===== config.mk =====
export PLATFORM = sky130hd
export DESIGN_NAME = lc4_pipe_hazard_ctrl
export DESIGN_NICKNAME = d
export VERILOG_FILES = /design/src/rtl/lc4_pipe_hazard_ctrl.sv
export SDC_FILE = /design/constraint.sdc
export NUM_CORES = 1
export LEC_CHECK = 0
export ABC_AREA = 1
export CORE_MARGIN = 4
export CORE_UTILIZATION = 49
export CTS_CLUSTER_SIZE = 25
export DETAILED_ROUTE_END_ITERATION = 16
export PLACE_DENSITY = 0.83
export SLEW_MARGIN = 20
export SYNTH_ARGS = -nofsm -noshare
export SYNTH_HDL_FRONTEND = slang
export SYNTH_SLANG_ARGS = --single-unit

===== constraint.sdc =====
create_clock -name clk -period 3 [get_ports clk]
set_input_delay 0.6 -clock clk [delete_from_list [all_inputs] [get_ports clk]]
set_output_delay 0.6 -clock clk [all_outputs]
set_load 0.03 [all_outputs]

===== src/rtl/lc4_pipe_hazard_ctrl.sv =====
// LC4 five-stage pipeline sequencer: load-use / redirect hazard detection, per-stage
// stall codes carried to W, and saturating W-stage bubble/flush counters.
module lc4_pipe_hazard_ctrl #(
    parameter int unsigned CNT_W      = 16,
    parameter logic [1:0]  RESET_CODE = 2'b10
) (
    input  logic             clk,
    input  logic             rst,
    input  logic             gwe,
    input  logic [2:0]       d_rs,
    input  logic [2:0]       d_rt,
    input  logic             d_rs_re,
    input  logic             d_rt_re,
    input  logic             d_is_store,
    input  logic             d_is_branch,
    input  logic [2:0]       x_rd,
    input  logic             x_is_load,
    input  logic             x_redirect,
    output logic             pc_we,
    output logic             fd_we,
    output logic             fd_flush,
    output logic             dx_bubble,
    output logic [1:0]       x_code,
    output logic [1:0]       w_code,
    output logic [CNT_W-1:0] bubble_cnt,
    output logic [CNT_W-1:0] flush_cnt
);

    typedef enum logic [1:0] {
        CODE_VALID  = 2'd0,
        CODE_UNUSED = 2'd1,
        CODE_FLUSH  = 2'd2,
        CODE_BUBBLE = 2'd3
    } code_t;

    code_t d_c, x_c, m_c, w_c;
    logic  x_valid;
    logic  lu;
    logic  rd;
    logic  dep;

    always_comb begin
        x_valid = (x_c == CODE_VALID);
        // STR's rt is bypassed W->M, so only non-store rt reads create a dependence
        dep = (d_rs_re && (d_rs == x_rd))
            || (d_rt_re && !d_is_store && (d_rt == x_rd))
            || d_is_branch;
        lu  = x_valid && x_is_load && (d_c == CODE_VALID) && dep;
        rd  = x_valid && x_redirect;
    end

    always_comb begin
        pc_we     = 1'b1;
        fd_we     = 1'b1;
        fd_flush  = 1'b0;
        dx_bubble = 1'b0;
        if (rd) begin
            fd_flush  = 1'b1;
            dx_bubble = 1'b1;
        end else if (lu) begin
            pc_we     = 1'b0;
            fd_we     = 1'b0;
            dx_bubble = 1'b1;
        end
    end

    assign x_code = x_c;
    assign w_code = w_c;

    // Reset is gated by gwe like every other state update.
    always_ff @(posedge clk) begin
        if (gwe) begin
            if (rst) begin
                d_c        <= code_t'(RESET_CODE);
                x_c        <= code_t'(RESET_CODE);
                m_c        <= code_t'(RESET_CODE);
                w_c        <= code_t'(RESET_CODE);
                bubble_cnt <= '0;
                flush_cnt  <= '0;
            end else begin
                w_c <= m_c;
                m_c <= x_c;
                if (rd) begin
                    x_c <= CODE_FLUSH;
                    d_c <= CODE_FLUSH;
                end else if (lu) begin
                    x_c <= CODE_BUBBLE;
                    d_c <= d_c;
                end else begin
                    x_c <= d_c;
                    d_c <= CODE_VALID;
                end
                if ((w_c == CODE_BUBBLE) && (bubble_cnt != '1)) begin
                    bubble_cnt <= bubble_cnt + 1'b1;
                end
                if ((w_c == CODE_FLUSH) && (flush_cnt != '1)) begin
                    flush_cnt <= flush_cnt + 1'b1;
                end
            end
        end
    end

endmodule


==> run_results.csv, run 1 <==
group,metric,value,unit
sta,worstMarginPinSlew,0.487,ns
pwr,ir_worst_vdd,279,uV
critical_path,worstReg2RegEnd,"flush_cnt[8]$_SDFFCE_PP0P_",
logic_synthesis,synth.distinct_cells,25,
logic_synthesis,yosysTopAreaCellShare,0.512,
pwr,pwr-share-comb,0.195,
place,dp_hpwl,3690,um
critical_path,crit_path_max_fanout,4,
clock_tree,cts_tree,"done",
pwr,switching_share,0.277,
clock_tree,post_cts_buffers,0,
sta,rsz0062_at_grt,"no",
finish,drive_gt1_frac,0.104,
sta,fin_ws,0.110,ns
finish,diodes,0,
detailed_routing,drc_errors,0,
hold_path,hold_class,"reg2reg",
global_routing,antenna_found_initial,0,
detailed_routing,vias_per_cell,5.08,
global_routing,grt_first_pass_wirelength,8290,um
critical_path,worst_setup_path_start_kind,"input port",
logic_synthesis,synth.area.top_cells,"edfxtp_1 (51%), nand2_1 (9.2%), inv_1 (7.7%)",
critical_path,cp.required,2.40,ns
pwr,p_leak,1.27,nW
detailed_routing,wl_per_cell,12.5,um
finish,fillCellCount,365,
finish,finalNetCount,357,
logic_synthesis,syn_inst,274,
sta,fin_skew,0.00660,ns
logic_synthesis,yosysWarnings,0,
clock_tree,root_buffer,"clkbuf_8",
logic_synthesis,ys_seq_area_frac,0.512,
clock_tree,cts_buffers,5,
global_routing,grt_max_degree,24,
clock_tree,clk_pin_slew,0.08,ns
clock_tree,clock_latency,0.28,ns
global_routing,grt_pass1_vias,1995,
finish,multi_input_area,906,um2
pwr,power.density,414,nW/um2
critical_path,r2r_slack,1.24,ns
logic_synthesis,synth.net_count,294,
sta,relSlewSlack,0.675,
floorplanning,row_count,24,
floorplanning,io_pins,58,
sta,fin_crit,2.89,ns
pwr,clkPwrFrac,0.268,
place,pre_cts_ws,0.0145,ns
sta,timing.fmax,346,MHz
floorplanning,die_w,76.3,um
finish,utilization,0.677,
pwr,sequentialPowerShare,0.537,
critical_path,r2r_cells,7,
logic_synthesis,netlist_area,2290,um2
run,cap_violations,0,
sta,setup_viol,0,
hold_path,hp-start,"m_c[1]$_SDFFCE_PP1P_",
global_routing,gr-total-overflow,0,
logic_synthesis,synth_seq_cells,39,
critical_path,critPathCaptureType,"output port",
logic_synthesis,avgSynthCellArea,8.35,um2
sta,slew_viol_final,0,
sta,finalHoldViolCount,0,
global_routing,globalRouteTotalUtil,0.170,
detailed_routing,drt_iter0_markers,165,
critical_path,regToRegStartpoint,"flush_cnt[0]$_SDFFCE_PP0P_",
critical_path,critPathArrivalTime,2.29,ns
detailed_routing,firstDrtPassIters,4,
place,dpl_cell_area,2930,um2
clock_tree,cts_sinks,39,
floorplanning,core_area,4440,um2
floorplanning,die_area,5820,um2
sta,tns,0,ns
clock_tree,htreeDepth,2,
detailed_routing,vias,1983,
floorplanning,start_util,0.515,
pwr,intPower,901,uW
place,globalplace.congestion,0.830,
sta,min_period_over_period,0.963,
clock_tree,cts_buffer_depth,2,
critical_path,setup.worst_path.class,"in2out",
floorplanning,die_h,76.3,um
hold_path,min_path_cells,1,
detailed_routing,finalWirelength,4890,um
pwr,p_switching,346,uW
finish,area_growth,31.6,%
place,io_buffers,57,
finish,final_area,3010,um2
status,status,"completed",
hold_path,whs_endpoint,"w_code[1]$_SDFFCE_PP1P_",
logic_synthesis,yosysTopAreaCell,"edfxtp_1",
finish,ff_latch_area,1170,um2
detailed_routing,ant_nets,0,
[worst max-delay path, cell delays in order]
cell and delay [ns]:
clkdlybuf4s50_1 0.53, inv_1 0.06, nand2_1 0.05, nand2_1 0.05
nor2_1 0.12, nand2_1 0.06, nand3_1 0.11, nand3_1 0.10
clkdlybuf4s50_1 0.61
[cell usage in the layout (no fill, tap or decap)]
master	netlist	routed
nand2_1	56	56
clkdlybuf4s50_1	0	56
inv_1	47	47
nor2_1	39	39
edfxtp_1	39	39
a21oi_1	18	18
o21ai_0	13	13
nand3_1	10	10
nor3_1	8	8
nand4_1	5	5
nand3_2	5	5
clkbuf_8	0	5
inv_2	4	4
nor3_2	4	4
nand2_2	3	3
nor2_2	3	3
or2_2	3	3
xor2_1	3	3
buf_4	1	3
nor2_4	2	2
o21ai_1	2	2
ha_1	2	2
clkbuf_1	3	2
nor3_4	1	1
nor3b_2	1	1
or2_0	1	1
o21a_1	1	1
clkinv_2	0	1
dlymetal6s2s_1	0	1
[cell usage after synthesis]
cell type / count
nand2_1: 56
inv_1: 47
edfxtp_1: 39
nor2_1: 39
a21oi_1: 18
o21ai_0: 13
nand3_1: 10
nor3_1: 8
nand3_2: 5
nand4_1: 5
inv_2: 4
nor3_2: 4
clkbuf_1: 3
nand2_2: 3
nor2_2: 3
or2_2: 3
xor2_1: 3
ha_1: 2
nor2_4: 2
o21ai_1: 2
buf_4: 1
nor3_4: 1
nor3b_2: 1
o21a_1: 1
or2_0: 1
[cells by family after synthesis]
| logic type | Yosys count | synth area share |
|---|---|---|
| adder cells (fa/ha/maj) | 2 | 0.0109 |
| flip-flops | 39 | 0.512 |
| buffers and inverters | 55 | 0.0919 |
| XOR/XNOR | 3 | 0.0115 |
| AO/OA/AOI/OAI | 34 | 0.0755 |
| AND/OR/NAND/NOR | 141 | 0.298 |
[state kept, by name, summed over array words and instances (netlist names)]
signal / cells
x_code: 2
m_c: 2
bubble_cnt: 16
d_c: 1
w_code: 2
flush_cnt: 16
[metrics by stage]
stage,hold WS [ns],cells,total power [mW]
final,0.507,390,1.25
after global routing,0.538,390,1.31
after CTS,0.511,390,1.26
after detailed placement,0.502,382,0.926
after global placement,0.482,382,0.919
after floorplan,0.479,274,0.817
[final cells by class]
| type | count | area share |
|---|---|---|
| clock buffers | 7 | 0.0254 |
| multi-input cells | 180 | 0.301 |
| well taps | 52 | 0.0216 |
| clock inverters | 1 | 0.00166 |
| inverters | 51 | 0.0636 |
| repair buffers | 60 | 0.198 |
| flip-flops and latches | 39 | 0.389 |
[timing repair]
| item | 4_1_cts | 5_1_grt |
|---|---|---|
| hold buffers | 0 | 0 |
| gates resized for setup | 0 | 1 |
| endpoints found under the setup margin | 0 | 1 |
[power groups by stage]
stage,Combinational [mW],Clock (mW),Sequential (mW)
6_report,0.242,0.334,0.670
3_5_place_dp,0.244,0,0.682
4_1_cts,0.245,0.345,0.670
3_3_place_gp,0.238,0,0.681
2_1_floorplan,0.0851,0,0.732
5_1_grt,0.262,0.368,0.675
[worst max path at each step]
stage                                           start                     endpoint  cells after the start  slack (ns)
after floorplan           bubble_cnt[0]$_SDFFCE_PP0P_  bubble_cnt[0]$_SDFFCE_PP0P_                      6        0.63
after global placement                        x_rd[2]                    dx_bubble                     10        0.09
after detailed placement                      x_rd[2]                    dx_bubble                     10        0.01
after CTS                                     x_rd[2]                    dx_bubble                     10       0.005
after global routing                          x_rd[2]                        fd_we                      9       0.002
final                                         x_rd[2]                        fd_we                      9        0.11
[layer usage]
layer	global-route usage	vias to the layer above	wire length, um
met5	0	-	0
met4	0.0725	0	83
met3	0.0355	9	351
met2	0.308	69	2340
met1	0.192	888	2110
li1	-	1017	-
Power figures use the tool's default switching activity.
==> run 2: changes to the inputs <==
--- a/config.mk
+++ b/config.mk
@@ -11,6 +11,7 @@
 export CTS_CLUSTER_SIZE = 25
 export DETAILED_ROUTE_END_ITERATION = 16
 export PLACE_DENSITY = 0.83
+export SKIP_LAST_GASP = 1
 export SLEW_MARGIN = 20
 export SYNTH_ARGS = -nofsm -noshare
 export SYNTH_HDL_FRONTEND = slang
==> constraint.sdc (replaced) <==
create_clock -name clk -period 3.3 [get_ports clk]
set_input_delay 0.66 -clock clk [delete_from_list [all_inputs] [get_ports clk]]
set_output_delay 0.66 -clock clk [all_outputs]
set_load 0.03 [all_outputs]
==> run_results.csv, run 2 (synthesized netlist as in run 1, its figures left out) <==
group,metric,value,unit
status,status,"completed",
finish,area_growth,32.7,%
clock_tree,holdBufCountCts,0,
run,cap_violations,0,
global_routing,globalRouteTotalUtil,0.179,
clock_tree,clock_latency,0.29,ns
sta,slew_viol_final,0,
sta,finalHoldViolCount,0,
clock_tree,post_cts_buffers,0,
critical_path,setup.worst_path.class,"in2out",
clock_tree,cts_buffers,5,
detailed_routing,drc_errors,0,
pwr,intPower,892,uW
place,pre_cts_ws,0.226,ns
place,globalplace.congestion,0.832,
critical_path,worstReg2RegEnd,"flush_cnt[10]$_SDFFCE_PP0P_",
floorplanning,start_util,0.515,
global_routing,gr-total-overflow,0,
clock_tree,cts_tree,"done",
sta,worstMarginPinSlew,0.478,ns
critical_path,critPathArrivalTime,2.43,ns
finish,multi_input_area,906,um2
critical_path,r2r_cells,7,
finish,final_cell_mix,"clkdlybuf4s50_1 (57), nand2_1 (56), inv_1 (47)",
finish,final_area,3030,um2
clock_tree,cts_sinks,39,
place,dp_hpwl,3860,um
clock_tree,post_cts_resized,0,
place,placed_cells,382,
hold_path,hp-start,"m_c[1]$_SDFFCE_PP1P_",
sta,tns,0,ns
hold_path,min_path_cells,1,
detailed_routing,finalWirelength,5120,um
detailed_routing,drt_iter0_markers,145,
floorplanning,core_area,4440,um2
finish,finalNetCount,357,
clock_tree,root_buffer,"clkbuf_8",
floorplanning,row_count,24,
detailed_routing,firstDrtPassIters,4,
finish,finalNonFillerCells,390,
sta,setup_viol,0,
sta,relSlewSlack,0.681,
critical_path,worst_setup_path_start_kind,"input port",
pwr,p_switching,330,uW
pwr,switching_share,0.270,
critical_path,critPathCaptureType,"output port",
pwr,finalPower,1.22,mW
pwr,p_leak,1.27,nW
critical_path,regToRegStartpoint,"flush_cnt[0]$_SDFFCE_PP0P_",
finish,fillCellCount,367,
sta,fin_skew,0.0111,ns
detailed_routing,vias_per_cell,5.24,
pwr,ir_worst_vdd,239,uV
sta,rsz0062_at_grt,"no",
floorplanning,die_area,5820,um2
finish,ff_latch_area,1170,um2
place,dpl_cell_area,2930,um2
sta,fin_crit,3.09,ns
sta,min_period_over_period,0.936,
pwr,sequentialPowerShare,0.498,
hold_path,whs_endpoint,"w_code[1]$_SDFFCE_PP1P_",
clock_tree,clk_pin_slew,0.08,ns
detailed_routing,vias,2042,
finish,diodes,0,
clock_tree,htreeDepth,2,
clock_tree,cts_buffer_depth,2,
global_routing,antenna_found_initial,0,
floorplanning,die_h,76.3,um
place,io_buffers,57,
floorplanning,io_pins,58,
global_routing,grt_first_pass_wirelength,8610,um
finish,largest_registers,"bubble_cnt: 16 flops, flush_cnt: 16 flops",
global_routing,grt_max_degree,24,
global_routing,grt_pass1_vias,1982,
pwr,clkPwrFrac,0.320,
sta,timing.fmax,324,MHz
floorplanning,die_w,76.3,um
detailed_routing,wl_per_cell,13.1,um
critical_path,crit_path_max_fanout,4,
sta,fin_ws,0.210,ns
hold_path,hold_class,"reg2reg",
finish,mostFrequentLayoutCell,"clkdlybuf4s50_1",
detailed_routing,ant_nets,0,
finish,drive_gt1_frac,0.107,
pwr,pwr-share-comb,0.182,
pwr,power.density,403,nW/um2
critical_path,r2r_slack,1.50,ns
critical_path,cp.required,2.64,ns
[run 2: worst max path at each step]
stage | slack, ns | from | endpoint | cells after the start
6_report | 0.21 | x_rd[2] | dx_bubble | 10
5_1_grt | 0.06 | x_rd[2] | dx_bubble | 10
4_1_cts | 0.22 | x_rd[2] | dx_bubble | 10
3_5_place_dp | 0.23 | x_rd[2] | dx_bubble | 10
3_3_place_gp | 0.27 | x_rd[2] | dx_bubble | 10
2_1_floorplan | 0.93 | bubble_cnt[0]$_SDFFCE_PP0P_ | bubble_cnt[0]$_SDFFCE_PP0P_ | 6
[run 2: stage by stage]
step / utilization / hold WS [ns]
floorplan: - / 0.479
global placement: 0.659 / 0.483
detailed placement: 0.659 / 0.501
CTS: 0.683 / 0.514
global route: 0.683 / 0.549
finish: 0.683 / 0.507
[run 2: critical path, stage by stage]
cell and delay, ns:
clkdlybuf4s50_1 0.53, inv_1 0.05, nand2_1 0.05, nand2_1 0.05, nor2_1 0.11, nand2_1 0.05, nand3_1 0.11, nand2_1 0.09
nand2_1 0.07, clkdlybuf4s50_1 0.66
[run 2: power by group through the flow]
stage | combinational, mW | sequential, mW | clock (mW)
5_1_grt | 0.240 | 0.613 | 0.420
2_1_floorplan | 0.0774 | 0.665 | 0
6_report | 0.222 | 0.609 | 0.391
3_5_place_dp | 0.223 | 0.620 | 0
4_1_cts | 0.224 | 0.609 | 0.397
3_3_place_gp | 0.216 | 0.619 | 0
[run 2: metal layers]
layer / GRT usage / vias to the layer above / part of all wire
li1: - / 1019 / -
met2: 0.310 / 72 / 0.49
met4: 0.0688 / 0 / 0.015
met1: 0.214 / 942 / 0.43
met5: 0 / - / 0
met3: 0.0437 / 9 / 0.062
[run 2: layout make-up]
class | instances | area share
clock inverters | 3 | 0.0128
repair buffers | 60 | 0.195
clock buffers | 5 | 0.0227
multi-input cells | 180 | 0.299
well taps | 52 | 0.0214
inverters | 51 | 0.0631
flip-flops and latches | 39 | 0.386
==> run 3: changes to the inputs <==
--- a/config.mk
+++ b/config.mk
@@ -6,7 +6,6 @@
 export NUM_CORES = 1
 export LEC_CHECK = 0
 export ABC_AREA = 1
-export CORE_MARGIN = 4
 export CORE_UTILIZATION = 49
 export CTS_CLUSTER_SIZE = 25
 export DETAILED_ROUTE_END_ITERATION = 16
==> run_results.csv, run 3 (synthesized netlist as in run 1, its figures left out) <==
group,metric,value,unit
status,status,"completed",
detailed_routing,drt_iter0_markers,134,
global_routing,busiest_layer,"met2",
sta,rsz0062_at_grt,"no",
floorplanning,die_w,70.3,um
sta,setup_viol,0,
finish,largest_registers,"bubble_cnt: 16 flops, flush_cnt: 16 flops",
pwr,p_leak,1.25,nW
critical_path,cp.required,2.64,ns
floorplanning,start_util,0.518,
global_routing,grt_first_pass_wirelength,8020,um
pwr,power.density,380,nW/um2
sta,min_period_over_period,0.931,
floorplanning,die_h,70.3,um
critical_path,r2r_cells,7,
floorplanning,io_pins,58,
global_routing,gr-total-overflow,0,
critical_path,r2r_slack,1.49,ns
hold_path,whs_endpoint,"w_code[1]$_SDFFCE_PP1P_",
clock_tree,clock_latency,0.30,ns
critical_path,regToRegStartpoint,"bubble_cnt[0]$_SDFFCE_PP0P_",
finish,fillCellCount,360,
clock_tree,cts_sinks,39,
clock_tree,root_buffer,"clkbuf_8",
sta,relSlewSlack,0.692,
finish,drive_gt1_frac,0.104,
floorplanning,core_area,4410,um2
critical_path,slowest_delay,0.67,ns
sta,fin_skew,0.00936,ns
critical_path,path_common_cell,"nand2_1",
finish,utilization,0.681,
sta,finalHoldViolCount,0,
place,globalplace.congestion,0.818,
critical_path,critPathArrivalTime,2.41,ns
floorplanning,row_count,24,
critical_path,cp_top_family,"buffers and inverters",
finish,mostFrequentLayoutCell,"clkdlybuf4s50_1",
clock_tree,post_cts_buffers,0,
global_routing,grt_max_degree,24,
hold_path,hp-start,"m_c[1]$_SDFFCE_PP1P_",
finish,finalNonFillerCells,390,
clock_tree,cts_tree,"done",
critical_path,cp_cell_sequence,"clkdlybuf4s50_1 > inv_1 > nand2_1 > nand2_1 > nor2_1 > nand2_1 > nand3_1 > nand2_1 > nand2_1 > clkdlybuf4s50_1",
critical_path,cp_slowest_cell,"clkdlybuf4s50_1",
finish,area_growth,31.5,%
critical_path,worst_setup_path_start_kind,"input port",
global_routing,use_met3,0.0548,
clock_tree,cts_buffer_depth,2,
critical_path,cp.buffers_inverters,3,
clock_tree,clk_pin_slew,0.08,ns
clock_tree,post_cts_resized,0,
sta,timing.fmax,326,MHz
place,placed_cells,382,
clock_tree,cts_buffers,5,
finish,final_area,3010,um2
hold_path,hold_class,"reg2reg",
critical_path,crit_path_max_fanout,4,
detailed_routing,vias,2015,
global_routing,met1_usage,0.265,
detailed_routing,finalWirelength,4770,um
finish,finalNetCount,357,
place,pre_cts_ws,0.226,ns
detailed_routing,drc_errors,0,
detailed_routing,vias_per_cell,5.17,
sta,worstMarginPinSlew,0.461,ns
place,io_buffers,57,
sta,fin_ws,0.229,ns
sta,tns,0,ns
sta,slew_viol_final,0,
floorplanning,die_area,4940,um2
global_routing,antenna_found_initial,0,
global_routing,grt_pass1_vias,1846,
place,dpl_cell_area,2930,um2
global_routing,globalRouteTotalUtil,0.205,
detailed_routing,wl_per_cell,12.2,um
global_routing,met2_usage,0.331,
critical_path,critPathCaptureType,"output port",
critical_path,setup.worst_path.class,"in2out",
place,dp_hpwl,3530,um
critical_path,worstReg2RegEnd,"bubble_cnt[4]$_SDFFCE_PP0P_",
run,cap_violations,0,
sta,fin_crit,3.07,ns
clock_tree,htreeDepth,2,
hold_path,min_path_cells,1,
pwr,ir_worst_vdd,195,uV
detailed_routing,firstDrtPassIters,4,
finish,diodes,0,
clock_tree,holdBufCountCts,0,
finish,final_cell_mix,"clkdlybuf4s50_1 (57), nand2_1 (56), inv_1 (47)",
detailed_routing,ant_nets,0,
==> run 3: through the flow <==
stage	power, mW	hold WS, ns
CTS	1.15	0.508
global route	1.19	0.542
detailed placement	0.840	0.499
global placement	0.834	0.482
finish	1.14	0.511
floorplan	0.743	0.479
==> run 3: report_power, final <==
group / leakage [nW] / switching (mW) / internal, mW
registers: 0.381 / 0.0284 / 0.581
logic: 0.829 / 0.130 / 0.0897
clock network: 0.0422 / 0.165 / 0.148
==> run 3: final cells by class <==
class                           count  area [um2]  share of cell area
Sequential cell                    39        1170               0.389
Multi-Input combinational cell    180         906               0.301
Timing Repair Buffer               60         593               0.197
Inverter                           51         191              0.0636
Clock buffer                        7        76.3              0.0254
Tap cell                           52        65.1              0.0216
Clock inverter                      1        5.00             0.00166
==> run 3: routing by layer <==
layer,routed length (um),up-vias
met4,63,0
met1,2160,932
met2,2300,60
li1,-,1017
met5,0,-
met3,248,6
==> run 3: worst max path at each step <==
stage	startpoint	endpoint	slack, ns	cells past startpoint
3_3_place_gp	x_rd[2]	dx_bubble	0.27	10
5_1_grt	x_rd[1]	dx_bubble	0.06	10
6_report	x_rd[2]	dx_bubble	0.23	10
4_1_cts	x_rd[2]	dx_bubble	0.22	10
2_1_floorplan	bubble_cnt[0]$_SDFFCE_PP0P_	bubble_cnt[0]$_SDFFCE_PP0P_	0.93	6
3_5_place_dp	x_rd[2]	dx_bubble	0.23	10
==> edit 1, RTL diff (settings of run 3) <==
Set the parameter `CNT_W` to 20 (it was 16).
--- a/src/rtl/lc4_pipe_hazard_ctrl.sv
+++ b/src/rtl/lc4_pipe_hazard_ctrl.sv
@@ -3,3 +3,3 @@
 module lc4_pipe_hazard_ctrl #(
-    parameter int unsigned CNT_W      = 16,
+    parameter int unsigned CNT_W      = 20,
     parameter logic [1:0]  RESET_CODE = 2'b10
Ports: changed (resized bubble_cnt and flush_cnt); port bits go from 58 to 66. The function was not compared with the original's and may differ.
==> edit 1 against run 3 <==
Routed wire length up 19%; total power up 23%; synthesized cell count up 21%; setup slack worse by 13 ps; cell area up 20%; utilization down 2.0 points; sequential cell count up 8; clock skew down 0.57 ps; area after synthesis up 21%; critical path type unchanged; critical endpoint unchanged.
==> edit 1: results (changes against run 3) <==
1st-iter DRT viols 156 (+16%); H-tree depth 2 (unchanged); vias per inst 5.06 (-2.0%); status finished, final reports clean; DP Area 3510 um2 (+20%); Seq group 0.735 mW (+21%); GP Congestion 0.806 (-1.5%); per-cell routed wire length 12.0 um (-1.8%); comb pwr 0.257 mW (+17%); vias in the first global route 2292 (+24%); syn_area_per_cell 8.36 um2 (+0.14%); Finished Layout Cells 474 (+22%); hpwl dp 4.22 mm (+20%); Worst Path Max Fanout 4 (unchanged); first-pass GRT wire length 9.71 mm (+21%); clk_skew 8.80 ps (-0.568 ps); cell internal pwr 1.03 mW (+25%); Layout fillers 494 (+37%); fin nets 421 (+18%); number of flops mapped to enable cells by yosys 47 (+21%); Worst R2R Path Depth 9 (+2); PnR worst setup slack 216 ps (-13.4 ps); M1 GR Usage 23.9% (-2.6 points); Crit Reg-Reg Endpoint bubble_cnt[0]; Distinct cells, synth 30 (+20%); Top Registers bubble_cnt (20), flush_cnt (20); hold worst-path end w_code[1]; R2R Setup Slk 1360 ps (-130 ps); Buffers on Ports 65 (+14%); # Post-CTS Setup Buffers 0 (unchanged); Net Count, Synth 352 (+20%); clock distribution power 0.416 mW (+33%); mux cell area share after synthesis 0% (unchanged); met2 Use GR 35.8% (+2.6 points); largest cells by area after synthesis edfxtp_1 (51%), nand2_1 (10%), nor2_1 (6.8%); Seq/Total Area, Yosys 50.9% (-0.35 points); Synthesis Warnings 0 (unchanged); cts repair resizes 0 (unchanged); share of cells above drive strength 1 9.20% (-1.2 points); Synth Area in Compound Gates 9.29% (+1.7 points); Max VDD drop 0.000236 V (+21%); router iterations before antenna repair 4 (unchanged); M3 GR Usage 5.95% (+0.47 points); XOR/XNOR Fraction of Synth Area 0.947% (-0.20 points); power density cells 389 nW/um2 (+2.5%); Worst-Margin Slew 504 ps (+42.8 ps); largest net degree at the start of global routing 33 (+38%); most instantiated cells after synthesis nand2_1 (76), nor2_1 (50), inv_1 (48); Post-Synth Adder-Cell Area 0.902% (-0.19 points); Fin Hold WS 502 ps (-8.82 ps); Setup WS pre-CTS 210 ps (-15.9 ps); Clock Pin Slew Worst Setup and Hold Paths 90 ps; Pleak 1.53 nW (+23%); GRT Total Usage 20.5% (-0.058 points)
[edit 1: changes by cell type after synthesis, sizes merged, moves of 4 or more]
| cell | before | now |
|---|---|---|
| nor2 | 44 | 61 |
| a21oi | 18 | 22 |
| edfxtp | 39 | 47 |
| nand2 | 59 | 81 |
| nand3 | 15 | 9 |
| o21ai | 15 | 10 |
| o21a | 1 | 6 |
| a31oi | 0 | 6 |
[edit 1: layout make-up]
cell class	instances	area share, %
repair buffers	68	18.6
inverters	52	5.39
flip-flops and latches	47	39.0
well taps	72	2.49
multi-input cells	227	31.6
clock inverters	3	1.07
clock buffers	5	1.90
[edit 1: cell families after synthesis]
kind of cell               count (synthesis)
adders and majority gates                  2
buffers and inverters                     58
xor gates and xnor gates                   3
and+or+nand+nor                          176
AOI/OAI and AO/OA                         46
DFF                                       47
[edit 1: metal layers]
| metal | wire length, um | part of all wire [%] |
|---|---|---|
| met1 | 2490 | 44 |
| met2 | 2830 | 50 |
| met3 | 292 | 5.1 |
| met4 | 76 | 1.3 |
| met5 | 0 | 0 |
==> edit 2, RTL diff (flow settings as in run 3) <==
Made on the original files. Add an input register stage for `d_rs`, without a reset; this delays it by one clock. The other inputs are not delayed to match.
--- a/src/rtl/lc4_pipe_hazard_ctrl.sv
+++ b/src/rtl/lc4_pipe_hazard_ctrl.sv
@@ -35,2 +35,8 @@
 
+    logic [2:0] d_rs_q;
+
+    always_ff @(posedge clk) begin
+        d_rs_q <= d_rs;
+    end
+
     code_t d_c, x_c, m_c, w_c;
@@ -44,3 +50,3 @@
         // STR's rt is bypassed W->M, so only non-store rt reads create a dependence
-        dep = (d_rs_re && (d_rs == x_rd))
+        dep = (d_rs_re && (d_rs_q == x_rd))
             || (d_rt_re && !d_is_store && (d_rt == x_rd))
Formal check against the unedited RTL: not equivalent (Yosys sat finds a counterexample within 4 cycles, from zero or initial values and one cycle with rst high).
==> edit 2 against run 3 <==
Sequential power increased by 5.9%; sequential cell count increased by 3; critical endpoint unchanged; cell area increased by 1.5%; area after synthesis increased by 2.4%; utilization increased by 0.064 points; cell count decreased by 0.51%; die area increased by 2.3%; synthesized cell count unchanged; routed wire length increased by 1.3%; setup slack improved by 20 ps; total power increased by 3.3%.
==> edit 2: results (changes against run 3) <==
status finished, final reports clean; Max VDD drop 0.000213 V (+9.5%); Clock Tree Buf Depth 2 (unchanged); 1st-iter DRT viols 122 (-9.0%); largest cells by area after synthesis edfxtp_1 (50%), nand2_1 (8.5%), inv_1 (7.2%); arrival time at the worst endpoint 2390 ps (-20 ps); GP Congestion 0.841 (+2.8%); Distinct cells, synth 34 (+36%); hpwl dp 3.59 mm (+1.7%); clk_skew 9.52 ps (+0.155 ps); largest net degree at the start of global routing 22 (-8.3%); GRT Total Usage 20.7% (+0.11 points); Seq/Total Area, Yosys 52.6% (+1.4 points); first-pass GRT wire length 8.22 mm (+2.6%); Top Registers bubble_cnt (16), flush_cnt (16), d_rs_q (3); Worst slew margin 59.4% (-9.8 points); vias in the first global route 1970 (+6.7%); worst reg2reg startpoint flush_cnt[0]; vias per inst 5.19 (+0.37%); per-cell routed wire length 12.4 um (+1.8%); cell internal pwr 0.854 mW (+4.3%); placed insts 381 (-0.26%); Finished Layout Cells 388 (-0.51%); Setup crit start x_rd[1]; fin nets 356 (-0.28%); router iterations before antenna repair 6 (+2); share of cells above drive strength 1 8.93% (-1.4 points); Pleak 1.30 nW (+3.5%); H-tree depth 2 (unchanged); most instantiated cells after synthesis nand2_1 (53), inv_1 (45), nor2_1 (43)
[edit 2: cells by family after synthesis]
family | count (synthesis) | synth area share, %
flops | 42 | 52.6
simple gates | 136 | 28.0
fa+ha+maj | 2 | 1.07
buf+inv | 52 | 8.60
xor+xnor | 1 | 0.374
compound gates | 41 | 9.40
[edit 2: area by class of cell]
cell class	count	area (um2)
fillers	358	1420
flip-flops and latches	42	1230
multi-input cells	180	910
repair buffers	60	593
inverters	47	176
clock buffers	7	76.3
well taps	52	65.1
[edit 2: power groups by stage]
stage               clock network [mW]  registers (mW)  logic, mW
global route                     0.340           0.650      0.242
floorplan                            0           0.703     0.0802
global placement                     0           0.656      0.217
detailed placement                   0           0.657      0.222
finish                           0.312           0.645      0.222
CTS                              0.322           0.645      0.223
[edit 2: path summary, 6_finish.rpt]
kind         cells past startpoint            end  slack, ps
min reg2reg                      1      w_code[1]        500
min                              1      w_code[1]        500
max                             10      dx_bubble        250
max reg2reg                      9  flush_cnt[14]       1430
[edit 2: layer usage]
layer | GRT usage, % | vias up | wire (um)
li1 | - | 1018 | -
met1 | 24.9 | 920 | 2130
met2 | 35.0 | 68 | 2370
met3 | 6.13 | 6 | 271
met4 | 7.56 | 0 | 59
met5 | 0 | - | 0
[edit 2: per-stage QoR]
stage | instance area [um2] | utilization, %
3_3_place_gp | 2980 | 66.5
5_1_grt | 3050 | 68.2
2_1_floorplan | 2340 | -
4_1_cts | 3050 | 68.2
6_report | 3050 | 68.2
3_5_place_dp | 2980 | 66.5
